`config.mk`:
```
export PLATFORM = sky130hd
export DESIGN_NAME = dff_share_arbiter
export DESIGN_NICKNAME = d
export VERILOG_FILES = /design/src/rtl/dff_share_arbiter.sv
export SDC_FILE = /design/constraint.sdc
export NUM_CORES = 1
export LEC_CHECK = 0
export CAP_MARGIN = 40
export CORE_ASPECT_RATIO = 0.75
export CORE_MARGIN = 2
export CORE_UTILIZATION = 35
export DETAILED_ROUTE_END_ITERATION = 10
export PLACE_DENSITY = 0.71
export SETUP_SLACK_MARGIN = 0.2
export SLEW_MARGIN = 20
export SYNTH_ARGS = -nofsm -noshare
export SYNTH_HDL_FRONTEND = slang
export SYNTH_SLANG_ARGS = --single-unit
export TNS_END_PERCENT = 50
```
`constraint.sdc`:
```
create_clock -name clk_i -period 1.82 [get_ports clk_i]
set_clock_uncertainty 0.05 [all_clocks]
set_input_delay 0.364 -clock clk_i [delete_from_list [all_inputs] [get_ports clk_i]]
set_output_delay 0.364 -clock clk_i [all_outputs]
set_load 0.02 [all_outputs]
```
`src/rtl/dff_share_arbiter.sv`:
```
// dff_share_arbiter: round-robin write arbiter in front of one shared
// DATA_W-bit storage register. At most one requester is granted per cycle and
// its data is loaded on the following posedge. The block also tracks which
// requester wrote last and counts accepted writes.
//
// Ports:
//   clk_i      single clock, all state updates on posedge
//   rst_i      synchronous active-low reset
//   req_i      per-requester write request, bit k = requester k
//   data_i     per-requester data, slice k = data_i[k*DATA_W +: DATA_W]
//   clr_i      synchronous clear of stored data (suppresses grants)
//   gnt_o      one-hot grant, combinational from req_i, ptr, clr_i, rst_i
//   q_o        stored register value
//   q_valid_o  register holds data written since reset/clear
//   owner_o    index of the requester that performed the last write
//   wr_cnt_o   number of accepted writes, wraps
module dff_share_arbiter #(
  parameter int unsigned N_REQ  = 4,
  parameter int unsigned DATA_W = 8,
  parameter int unsigned CNT_W  = 16,
  parameter int unsigned IDX_W  = $clog2(N_REQ)
) (
  input  logic                      clk_i,
  input  logic                      rst_i,
  input  logic [N_REQ-1:0]          req_i,
  input  logic [N_REQ*DATA_W-1:0]   data_i,
  input  logic                      clr_i,
  output logic [N_REQ-1:0]          gnt_o,
  output logic [DATA_W-1:0]         q_o,
  output logic                      q_valid_o,
  output logic [IDX_W-1:0]          owner_o,
  output logic [CNT_W-1:0]          wr_cnt_o
);

  localparam int unsigned SUM_W = IDX_W + 1;

  logic [IDX_W-1:0]  ptr;
  logic [N_REQ-1:0]  gnt;
  logic              found;
  logic [SUM_W-1:0]  idx_sum;
  logic [IDX_W-1:0]  idx;
  logic [IDX_W-1:0]  win_idx;
  logic [DATA_W-1:0] win_data;
  logic              xfer;

  // Rotating search ptr, ptr+1, ... modulo N_REQ; first asserted request wins.
  // The modulo is an explicit subtract so non-power-of-two N_REQ works.
  always_comb begin
    gnt     = '0;
    found   = 1'b0;
    idx_sum = '0;
    idx     = '0;
    if (rst_i && !clr_i) begin
      for (int i = 0; i < N_REQ; i++) begin
        idx_sum = {1'b0, ptr} + SUM_W'(i);
        if (idx_sum >= SUM_W'(N_REQ)) begin
          idx_sum = idx_sum - SUM_W'(N_REQ);
        end
        idx = idx_sum[IDX_W-1:0];
        for (int k = 0; k < N_REQ; k++) begin
          if (!found && (idx == IDX_W'(k)) && req_i[k]) begin
            gnt[k] = 1'b1;
            found  = 1'b1;
          end
        end
      end
    end
  end

  // Decode the one-hot grant into the winning index and its data slice.
  always_comb begin
    win_idx  = '0;
    win_data = '0;
    for (int k = 0; k < N_REQ; k++) begin
      if (gnt[k]) begin
        win_idx  = IDX_W'(k);
        win_data = data_i[k*DATA_W +: DATA_W];
      end
    end
  end

  assign xfer  = found;
  assign gnt_o = gnt;

  // Shared storage register plus owner / write-count / pointer bookkeeping.
  always_ff @(posedge clk_i) begin
    if (!rst_i) begin
      q_o       <= '0;
      q_valid_o <= 1'b0;
      owner_o   <= '0;
      wr_cnt_o  <= '0;
      ptr       <= '0;
    end else if (clr_i) begin
      q_o       <= '0;
      q_valid_o <= 1'b0;
    end else if (xfer) begin
      q_o       <= win_data;
      q_valid_o <= 1'b1;
      owner_o   <= win_idx;
      wr_cnt_o  <= wr_cnt_o + CNT_W'(1);
      ptr       <= (win_idx == IDX_W'(N_REQ - 1)) ? '0 : win_idx + IDX_W'(1);
    end
  end

endmodule

```
# Word-level counts from Yosys, hierarchy flattened
# Index checks and enable logic that the tools add are counted.
[classes]
reduce_logical = 54
n_addsub = 9
n_eq_ne = 13
bitwise = 2
order_cmp = 4
n_mux = 64
[op_table]
columns = ["cell", "n"]
rows = [
  ["2-to-1 mux 1 bit", 48],
  ["logical AND 1 bit", 32],
  ["2-to-1 mux 8 bit", 4],
  ["2-to-1 mux 2 bit", 11],
  ["== test 2 bit, second input constant", 9],
  ["adder 16 x 1 -> 16 bit, second input constant", 1],
  ["zero test 1 bit", 16],
  ["greater-or-equal comparator 3 bit, second input constant", 3],
  ["== test 2 x 1 -> 1 bit, second input constant", 4],
  ["zero test 2 bit", 4],
  ["subtractor 2 x 1 -> 2 bit, second input constant", 4],
  ["adder 2 x 2 -> 3 bit, second input constant", 2],
  ["2-to-1 mux 4 bit", 1],
  ["adder 2 x 1 -> 3 bit, second input constant", 1],
  ["greater-or-equal comparator 2 x 3 -> 1 bit, second input constant", 1],
  ["adder 2 x 1 -> 2 bit, second input constant", 1],
  ["inverter 1 bit", 2],
  ["AND reduction 2 bit", 1],
  ["OR reduction 2 bit", 1],
]
[totals]
out_inout_bits = 31
ff_bits = 29

# Depth between registers and ports, before layout
# Gate-level depths: netlist of the first run.
[depth]
depth_word = 87
depth_mapped = 7

# Least setup slack after synthesis of the first run
# OpenSTA, ideal clock, no wires.
[synth_timing]
path_kind = "input port to output port"
from = "input port req_i[0]"
to = "output port gnt_o[3]"
setup_slack_ns = -0.142
path_buffers = 2
path_stages = 6
arrival_time_ns = 1.548
required_ns = 1.406
path_cell_list = "buf_6 > nor2b_1 > o21a_1 > or2_2 > clkbuf_1 > nor2_1"
[synth_between]
elab_chain_cells = 78
elab_cells_between_ends = 81
[synth_rtl]
columns = ["item", "line", "rtl"]
rows = [
  ["start, declared", "25", "input logic [N_REQ-1:0] req_i,"],
  ["logical AND 1 bit", "61", "if (!found && (idx == IDX_W'(k)) && req_i[k]) begin"],
  ["2-to-1 mux 1 bit", "61", ""],
  ["2-to-1 mux 1 bit", "53", "if (rst_i && !clr_i) begin"],
  ["zero test 1 bit", "61", ""],
  ["logical AND 1 bit (2 in series)", "61", ""],
  ["2-to-1 mux 1 bit", "61", ""],
  ["2-to-1 mux 1 bit", "53", ""],
  ["zero test 1 bit", "61", ""],
  ["[59 not listed]", "n/a", ""],
  ["zero test 1 bit", "61", ""],
  ["logical AND 1 bit (2 in series)", "61", ""],
  ["2-to-1 mux 1 bit", "61", ""],
  ["2-to-1 mux 1 bit", "53", ""],
  ["zero test 1 bit", "61", ""],
  ["logical AND 1 bit (2 in series)", "61", ""],
  ["2-to-1 mux 1 bit (*)", "61", ""],
  ["2-to-1 mux 4 bit (*)", "53", ""],
  ["end, declared", "28", "output logic [N_REQ-1:0] gnt_o,"],
]
# Mark *: on every way between the ends. The rest lies on a longest branch, timed or not. The select of a mux whose other input is x is not followed.

# Final worst setup path of the first run
[layout_timing]
from = "register ptr[1]"
to = "output port gnt_o[3]"
[layout_between]
elab_chain_cells = 82
elab_cells_between_ends = 116
[layout_rtl]
columns = ["item", "line", "rtl"]
rows = [
  ["start, declared", "37", "logic [IDX_W-1:0] ptr;"],
  ["start signal, assigned", "101", "ptr <= (win_idx == IDX_W'(N_REQ - 1)) ? '0 : win_idx + IDX_W'(1);"],
  ["greater-or-equal comparator 2 x 3 -> 1 bit / subtractor 2 x 1 -> 2 bit (equally long branches)", "56, 57", ""],
  ["2-to-1 mux 2 bit", "56", "if (idx_sum >= SUM_W'(N_REQ)) begin"],
  ["2-to-1 mux 2 bit", "53", ""],
  ["zero test 2 bit", "61", ""],
  ["logical AND 1 bit", "61", ""],
  ["2-to-1 mux 1 bit", "61", ""],
  ["2-to-1 mux 1 bit", "53", ""],
  ["zero test 1 bit", "61", ""],
  ["[64 not listed]", "n/a", ""],
  ["zero test 1 bit", "61", ""],
  ["logical AND 1 bit (2 in series)", "61", ""],
  ["2-to-1 mux 1 bit", "61", ""],
  ["2-to-1 mux 1 bit", "53", ""],
  ["zero test 1 bit", "61", ""],
  ["logical AND 1 bit (2 in series)", "61", ""],
  ["2-to-1 mux 1 bit (*)", "61", ""],
  ["2-to-1 mux 4 bit (*)", "53", ""],
]
# Marks and branches as above.

==> results.cfg, run 1 <==
[die]
rows = 21
die_h_um = 61.8
pin_count = 70
dieArea_um2 = 5020
start_util_pct = 35.6
fp.coreArea_um2 = 4390
die-width_um = 81.1

[critical_path]
crit_slowest_cell = dfxtp_4
crit_chain = nor2b_1, o21a_1, or2_4, nor2_4, buf_6
setup.worst_path.class = reg2out
worst-endpoint-arrival_ns = 1.36
cp-start-kind = flip-flop
critPathBufInv = 1
endpoint_kind = output port
required_ns = 1.41
path_max_fanout = 6
slowest_delay_ns = 0.38
reg2reg_slack_ns = 0.21
cp_top_family = simple AND/OR/NAND/NOR gates

[grt]
first_global_vias = 1552
grt_max_degree = 12
track_usage_pct = 18.6
overflow = 0
antenna_found_initial = 0
grt_pass1_wl_um = 7090

[sta]
final.setup.tns_ns = 0
fmax_ghz = 0.565
drv_slew = 0
setup_violations = 0
post-route-period-util_pct = 97.3
hold_viol = 0
rsz0062_at_grt = true
finalCriticalPeriod_ns = 1.77
worst_pin_slew_ns = 0.574
maxSlewHeadroom_pct = 61.6
hold_ws_ns = 0.396

[synthesis]
postSynth.asyncResetShare_pct = 0
ys_warn_count = 0
ys_types = 40
synthCells = 178
ys_seq_elements = 29
synthDominantCellAreaShare_pct = 37.2
ys.flop_type = dfxtp_1
yosys.area.top_type = dfxtp_1
synth-edff-count = 0
synth_nets = 218
seq_area_frac_synth_pct = 37.2
synth_area_um2 = 1560
synth_area_leaders = dfxtp_1 (37%), a221oi_1 (5.0%), and2_1 (4.8%)
postSynthAreaPerCell_um2 = 8.77

[placement]
io_buffers = 69
hpwl_um = 3460
gp_routability_congestion = 0.880

[route]
totalWireLength_um = 4720
firstDrtPassIters = 4
num_vias = 1738
drc = 0
drt_iter0_drc = 72
drt-wirelength-per-cell_um = 14.1
vias_per_cell = 5.19
final_antenna_net_count = 0

[status]
outcome = finished, final reports clean

[clock_network]
cts_buffers = 5
clock_sinks = 29
cts_tree = done
h-tree-depth = 2
clk_pin_slew_ns = 0.06
hold_buffers = 0
clk_latency_ns = 0.28
cts_root_buffer = clkbuf_8
cts_buffer_depth = 2

[finish]
layout_common_cells = clkdlybuf4s50_1 (40), buf_4 (29), dfxtp_1 (24)
final_common_cell = clkdlybuf4s50_1
syn_to_final_growth_pct = 78.6
drive_above_1_share_pct = 28.1
n_antenna_cell = 0
fill_cells = 365
fin_nets = 318

[run]
cap_violations = 0

[pwr]
worst_ir_drop_vdd_v = 0.000327
p_leak_nw = 1.38
total_power_mw = 1.58
p_per_area_nw_per_um2 = 566

[min_path]
hold_class = in2reg
==> final timing paths <==
check	start	end	cells after the start
max	ptr[1]	gnt_o[3]	5
min	rst_i	q_valid_o	3
max reg2reg	ptr[1]	owner_o[0]	6
min reg2reg	wr_cnt_o[15]	wr_cnt_o[15]	2
==> cell type report <==
cell class / instances / area (µm²) / share of cell area [%]
inverters: 3 / 11.3 / 0.404
clock buffers: 7 / 86.3 / 3.10
flip-flops and latches: 29 / 589 / 21.1
repair buffers: 103 / 993 / 35.6
well taps: 57 / 71.3 / 2.56
multi-input cells: 136 / 1040 / 37.2
==> power breakdown <==
group / internal [mW] / switching [mW] / leakage [nW]
Combinational: 0.215 / 0.161 / 1.09
Clock: 0.299 / 0.226 / 0.0443
Sequential: 0.658 / 0.0186 / 0.238
==> kinds of logic after synthesis <==
kind of cell	after synthesis	share of synthesized area, %
AOI/OAI and AO/OA	56	24.8
buffers and inverters	13	4.41
xor gates and xnor gates	10	5.61
DFF	29	37.2
adders and majority gates	1	0.801
and+or+nand+nor	68	26.5
muxes	1	0.641
==> layer usage <==
metal  track usage, %  wire [µm]  vias to the layer above
met2             29.8       2240                       49
met3             5.20        261                        2
li1                 -          -                      868
met5                0          0                        -
met4             4.36         15                        0
met1             25.2       2200                      819
==> state kept, by name, summed over array words and instances, names as in the netlist <==
signal	count
owner_o	2
ptr	2
q_o	8
q_valid_o	1
wr_cnt_o	16
==> tightest hold or removal path, stage by stage <==
cell and delay [ns]:
clkbuf_2 0.13, nand2b_4 0.13, nor2_1 0.05
==> Yosys cell counts (2+ instances only) <==
master	n
dfxtp_1	29
and4_1	2
inv_1	2
or3_1	4
nor2_1	9
o221ai_1	8
nand4_1	2
nor4_1	2
a21boi_0	3
and2_1	12
nor3_1	6
buf_6	2
xnor2_1	4
a22oi_1	8
o21ai_0	9
xor2_1	6
nand2b_1	5
nand3_1	4
nand2_1	12
a21oi_1	12
nand4_2	2
a221oi_1	9
clkbuf_1	4
o21a_1	3
buf_2	4
==> what timing repair did <==
item | CTS | global route
pin swaps | 15 | 7
gates resized for setup | 77 | 23
setup buffers | 2 | 1
endpoints found under the hold margin | 0 | 0
endpoints found under the setup margin | 60 | 51
gates cloned | 0 | 0
==> through the flow <==
stage | instance area [µm²] | instances | utilization [%] | setup slack, ns
3_5_place_dp | 2520 | 325 | 57.4 | -0.718
6_report | 2790 | 335 | 63.6 | 0.0498
3_3_place_gp | 2520 | 325 | 57.4 | -0.708
5_1_grt | 2790 | 335 | 63.6 | 0.000471
2_1_floorplan | 1590 | 178 | - | 0.0918
4_1_cts | 2720 | 334 | 62.0 | 0.0477
No activity file was read; power rests on OpenSTA's default activity.
==> run 2, diff against run 1 <==
--- a/config.mk
+++ b/config.mk
@@ -8,9 +8,9 @@
 export CAP_MARGIN = 40
 export CORE_ASPECT_RATIO = 0.75
 export CORE_MARGIN = 2
-export CORE_UTILIZATION = 35
+export CORE_UTILIZATION = 36
 export DETAILED_ROUTE_END_ITERATION = 10
-export PLACE_DENSITY = 0.71
+export PLACE_DENSITY = 0.73
 export SETUP_SLACK_MARGIN = 0.2
 export SLEW_MARGIN = 20
 export SYNTH_ARGS = -nofsm -noshare
==> results.cfg, run 2 (synthesis results as in run 1) <==
[clock_network]
clk_latency_ns = 0.29
cts_root_buffer = clkbuf_8
clock_sinks = 29
h-tree-depth = 2
cts_buffer_depth = 2
hold_buffers = 0
clk_pin_slew_ns = 0.07
cts_tree = done
cts_buffers = 5

[critical_path]
setup.worst_path.class = reg2out
worst-endpoint-arrival_ns = 1.42
path_max_fanout = 6
endpoint_kind = output port
cp-start-kind = flip-flop
required_ns = 1.41

[grt]
first_global_vias = 1743
antenna_found_initial = 0
grt_pass1_wl_um = 7980
overflow = 0
grt_max_degree = 12
track_usage_pct = 21.4

[finish]
multi_input_area_um2 = 1160
fill_cells = 296
reg.largest.list = wr_cnt_o x16, q_o x8
n_antenna_cell = 0
syn_to_final_growth_pct = 91.2
post-route-util_pct = 72.7
drive_above_1_share_pct = 36.9
regMostFlops = wr_cnt_o
register_area_um2 = 592
final_common_cell = clkdlybuf4s50_1
fin_nets = 321
largest_reg_flops = 16
layout_common_cells = clkdlybuf4s50_1 (32), buf_4 (30), dlymetal6s2s_1 (26)

[placement]
io_buffers = 69
hpwl_um = 3610
gp_routability_congestion = 0.804
place_ws_ns = -0.742

[route]
drc = 0
num_vias = 1852
drt-wirelength-per-cell_um = 16.4
final_antenna_net_count = 0
totalWireLength_um = 5540
vias_per_cell = 5.50
drt_iter0_drc = 80
firstDrtPassIters = 4

[sta]
layout_setup_ws_ns = -0.0108
hold_ws_ns = 0.424
fmax_ghz = 0.546
finalCriticalPeriod_ns = 1.83
worst_pin_slew_ns = 0.427
drv_slew = 0
maxSlewHeadroom_pct = 71.5
post-route-period-util_pct = 101
rsz0062_at_grt = true
setup_violations = 1
hold_viol = 0

[min_path]
hold_class = reg2reg

[status]
outcome = complete, but fails checks
violations = negative setup slack

[die]
die_h_um = 61.0
rows = 20
dieArea_um2 = 4890
fp.coreArea_um2 = 4100
start_util_pct = 38.0
pin_count = 70
die-width_um = 80.1

[pwr]
worst_ir_drop_vdd_v = 0.000507
p_leak_nw = 1.59
total_power_mw = 1.64
p_per_area_nw_per_um2 = 549

[run]
cap_violations = 0
run 2: report_power, final:
part           total, mW  leakage (nW)  switching [mW]  internal, mW
Clock              0.525        0.0439           0.262         0.263
Combinational      0.435          1.30           0.193         0.242
Sequential         0.678         0.238          0.0210         0.657
Total               1.64          1.59           0.476          1.16
run 2: through the flow:
step	instances	TNS [ns]	cell area, µm²
floorplan	178	0	1590
global placement	320	-14.77	2490
detailed placement	320	-15.64	2490
CTS	337	0	2770
global route	337	-0.133	2990
finish	337	-0.0108	2990
run 2: layout make-up:
type                            count  area share [%]
Multi-Input combinational cell    136            38.9
Timing Repair Buffer              106            35.7
Sequential cell                    29            19.8
Clock buffer                        5            2.31
Tap cell                           55            2.31
Clock inverter                      3           0.587
Inverter                            3           0.377
run 2: path summary, 6_finish.rpt:
path | startpoint | to | slack [ns] | cells after the start
setup reg to reg | ptr[1] | q_o[3] | 0.13 | 8
hold reg to reg | wr_cnt_o[15] | wr_cnt_o[15] | 0.42 | 2
hold / removal | wr_cnt_o[15] | wr_cnt_o[15] | 0.42 | 2
setup / recovery | ptr[1] | gnt_o[0] | -0.01 | 5
run 2: critical path, stage by stage (launching register included):
cell	delay, ns
dfxtp_4	0.38
buf_4	0.16
o21ai_2	0.13
nand2_2	0.08
nor3_2	0.21
buf_4	0.17
run 2: per-layer routing:
metal	GRT usage [%]	routed length [µm]	vias to the layer above
met5	0	0	-
met4	9.44	72	0
met3	6.16	299	11
met2	34.8	2710	59
met1	27.2	2460	900
li1	-	-	882
run 2: repair_timing:
item | in CTS | in global routing
resized for setup | 81 | 67
pin swaps | 13 | 33
setup endpoints to repair | 60 | 50
endpoints found under the hold margin | 0 | 0
buffers inserted | 9 | 0
==> run 3, diff against run 2 <==
--- a/config.mk
+++ b/config.mk
@@ -10,7 +10,7 @@
 export CORE_MARGIN = 2
 export CORE_UTILIZATION = 36
 export DETAILED_ROUTE_END_ITERATION = 10
-export PLACE_DENSITY = 0.73
+export PLACE_DENSITY = 0.8
 export SETUP_SLACK_MARGIN = 0.2
 export SLEW_MARGIN = 20
 export SYNTH_ARGS = -nofsm -noshare
==> results.cfg, run 3 (synthesis results as in run 1) <==
[status]
outcome = complete, but fails checks
violations = negative setup slack

[die]
pin_count = 70
dieArea_um2 = 4890
rows = 20
start_util_pct = 38.0
die-width_um = 80.1
fp.coreArea_um2 = 4100
die_h_um = 61.0

[route]
firstDrtPassIters = 4
vias_per_cell = 5.65
drt_iter0_drc = 89
drt-wirelength-per-cell_um = 17.9
totalWireLength_um = 6090
dr_wl_met2_um = 3030
num_vias = 1925
dr_wl_met3_um = 426
final_antenna_net_count = 0
drc = 0
dr.max_layer_used = met4
wl_met1_um = 2500

[finish]
fin_nets = 325
reg.largest.list = wr_cnt_o x16, q_o x8
layout_common_cells = clkdlybuf4s50_1 (32), buf_4 (30), dlymetal6s2s_1 (26)
largest_reg_flops = 16
regMostFlops = wr_cnt_o
syn_to_final_growth_pct = 97.7
n_antenna_cell = 0
design_area_um2 = 3090
final_common_cell = clkdlybuf4s50_1
drive_above_1_share_pct = 37.4

[clock_network]
cts_buffer_depth = 2
cts_tree = done
cts_buffers = 5
clk_latency_ns = 0.28
h-tree-depth = 2
cts_root_buffer = clkbuf_8
clk_pin_slew_ns = 0.07
clock_sinks = 29

[critical_path]
reg2reg_depth = 8
setup.worst_path.class = reg2out
endpoint_kind = output port
crit_chain = buf_4, o21ai_2, nand2_2, nor3_2, buf_4
r2r-start = ptr[1]
crit_top_cell = buf_4
slowest_delay_ns = 0.37
cp_top_family = flip-flops
critPathBufInv = 2
crit_slowest_cell = dfxtp_4
path_max_fanout = 6
cp-start-kind = flip-flop
reg2reg_slack_ns = 0.04
required_ns = 1.41
worst-endpoint-arrival_ns = 1.47
reg2reg_to = owner_o[0]

[sta]
post-route-period-util_pct = 103
drv_slew = 0
maxSlewHeadroom_pct = 65.6
hold_viol = 0
setup_violations = 1
worst_pin_slew_ns = 0.515
fmax_ghz = 0.532
final.setup.tns_ns = -0.0595
finalCriticalPeriod_ns = 1.88
hold_ws_ns = 0.425
layout_setup_ws_ns = -0.0595
rsz0062_at_grt = true

[placement]
hpwl_um = 3630
gp_routability_congestion = 0.879
dpl_cell_area_um2 = 2490
io_buffers = 69

[pwr]
p_per_area_nw_per_um2 = 594
worst_ir_drop_vdd_v = 0.000674
netSwitchingFraction_pct = 26.8
seqPwrFrac_pct = 37.2
clkPwrFrac_pct = 38.5
p_leak_nw = 1.61
switching_power_uw = 491
pwr-share-comb_pct = 24.3
internal_power_mw = 1.34

[min_path]
hold_path_depth = 2
whs_endpoint = wr_cnt_o[15]
hp-start = wr_cnt_o[15]
hold_class = reg2reg

[grt]
overflow = 0
first_global_vias = 1765
grt_max_degree = 22
track_usage_pct = 23.1
grt_pass1_wl_um = 8540
antenna_found_initial = 0

[run]
cap_violations = 0
run 3: repair_timing:
item	in CTS	in global routing
endpoints found under the hold margin	0	0
pin swaps	11	20
hold buffers	0	0
gates resized for setup	79	65
buffers inserted	9	3
setup endpoints to repair	57	53
cloned	0	1
run 3: layer usage:
metal | up-vias | GRT usage, %
li1 | 884 | -
met1 | 930 | 30.1
met2 | 95 | 38.6
met3 | 16 | 6.89
met4 | 0 | 5.57
met5 | - | 0
run 3: worst max-delay path by stage:
| stage | slack (ns) | endpoint | start | cells past startpoint |
|---|---|---|---|---|
| 6_report | -0.06 | gnt_o[0] | ptr[1] | 5 |
| 5_1_grt | -0.09 | gnt_o[0] | ptr[1] | 5 |
| 4_1_cts | 0.01 | gnt_o[3] | ptr[1] | 5 |
| 3_5_place_dp | -0.74 | gnt_o[3] | req_i[0] | 6 |
| 3_3_place_gp | -0.71 | gnt_o[3] | req_i[0] | 6 |
| 2_1_floorplan | 0.09 | gnt_o[3] | req_i[0] | 6 |
run 3: worst register-to-register path, cell delays in order (launching register included):
cell and delay, ns:
dfxtp_4 0.37, o21ai_0 0.31, or2_4 0.22, buf_4 0.11, buf_6 0.11, buf_8 0.14
o21ai_2 0.06, buf_4 0.14, o21a_1 0.17
run 3: area by class of cell:
class                   count  area [µm²]
clock buffers               7        86.3
inverters                   3        11.3
flip-flops and latches     29         592
fillers                   266        1020
multi-input cells         136        1180
well taps                  55        68.8
clock inverters             1        30.0
repair buffers            110        1110
run 3: power by group through the flow:
stage,sequential (mW),clock (mW),combinational [mW]
floorplan,0.707,0,0.134
global placement,0.689,0,0.340
detailed placement,0.689,0,0.347
CTS,0.677,0.710,0.385
global route,0.684,0.766,0.467
finish,0.683,0.706,0.446
run 3: through the flow:
step / power (mW) / worst slack (ns) / std cells / utilization (%)
floorplan: 0.842 / 0.0918 / 178 / -
global placement: 1.03 / -0.713 / 320 / 60.7
detailed placement: 1.04 / -0.739 / 320 / 60.7
CTS: 1.77 / 0.0128 / 337 / 68.8
global route: 1.92 / -0.0851 / 341 / 75.2
finish: 1.83 / -0.0595 / 341 / 75.2
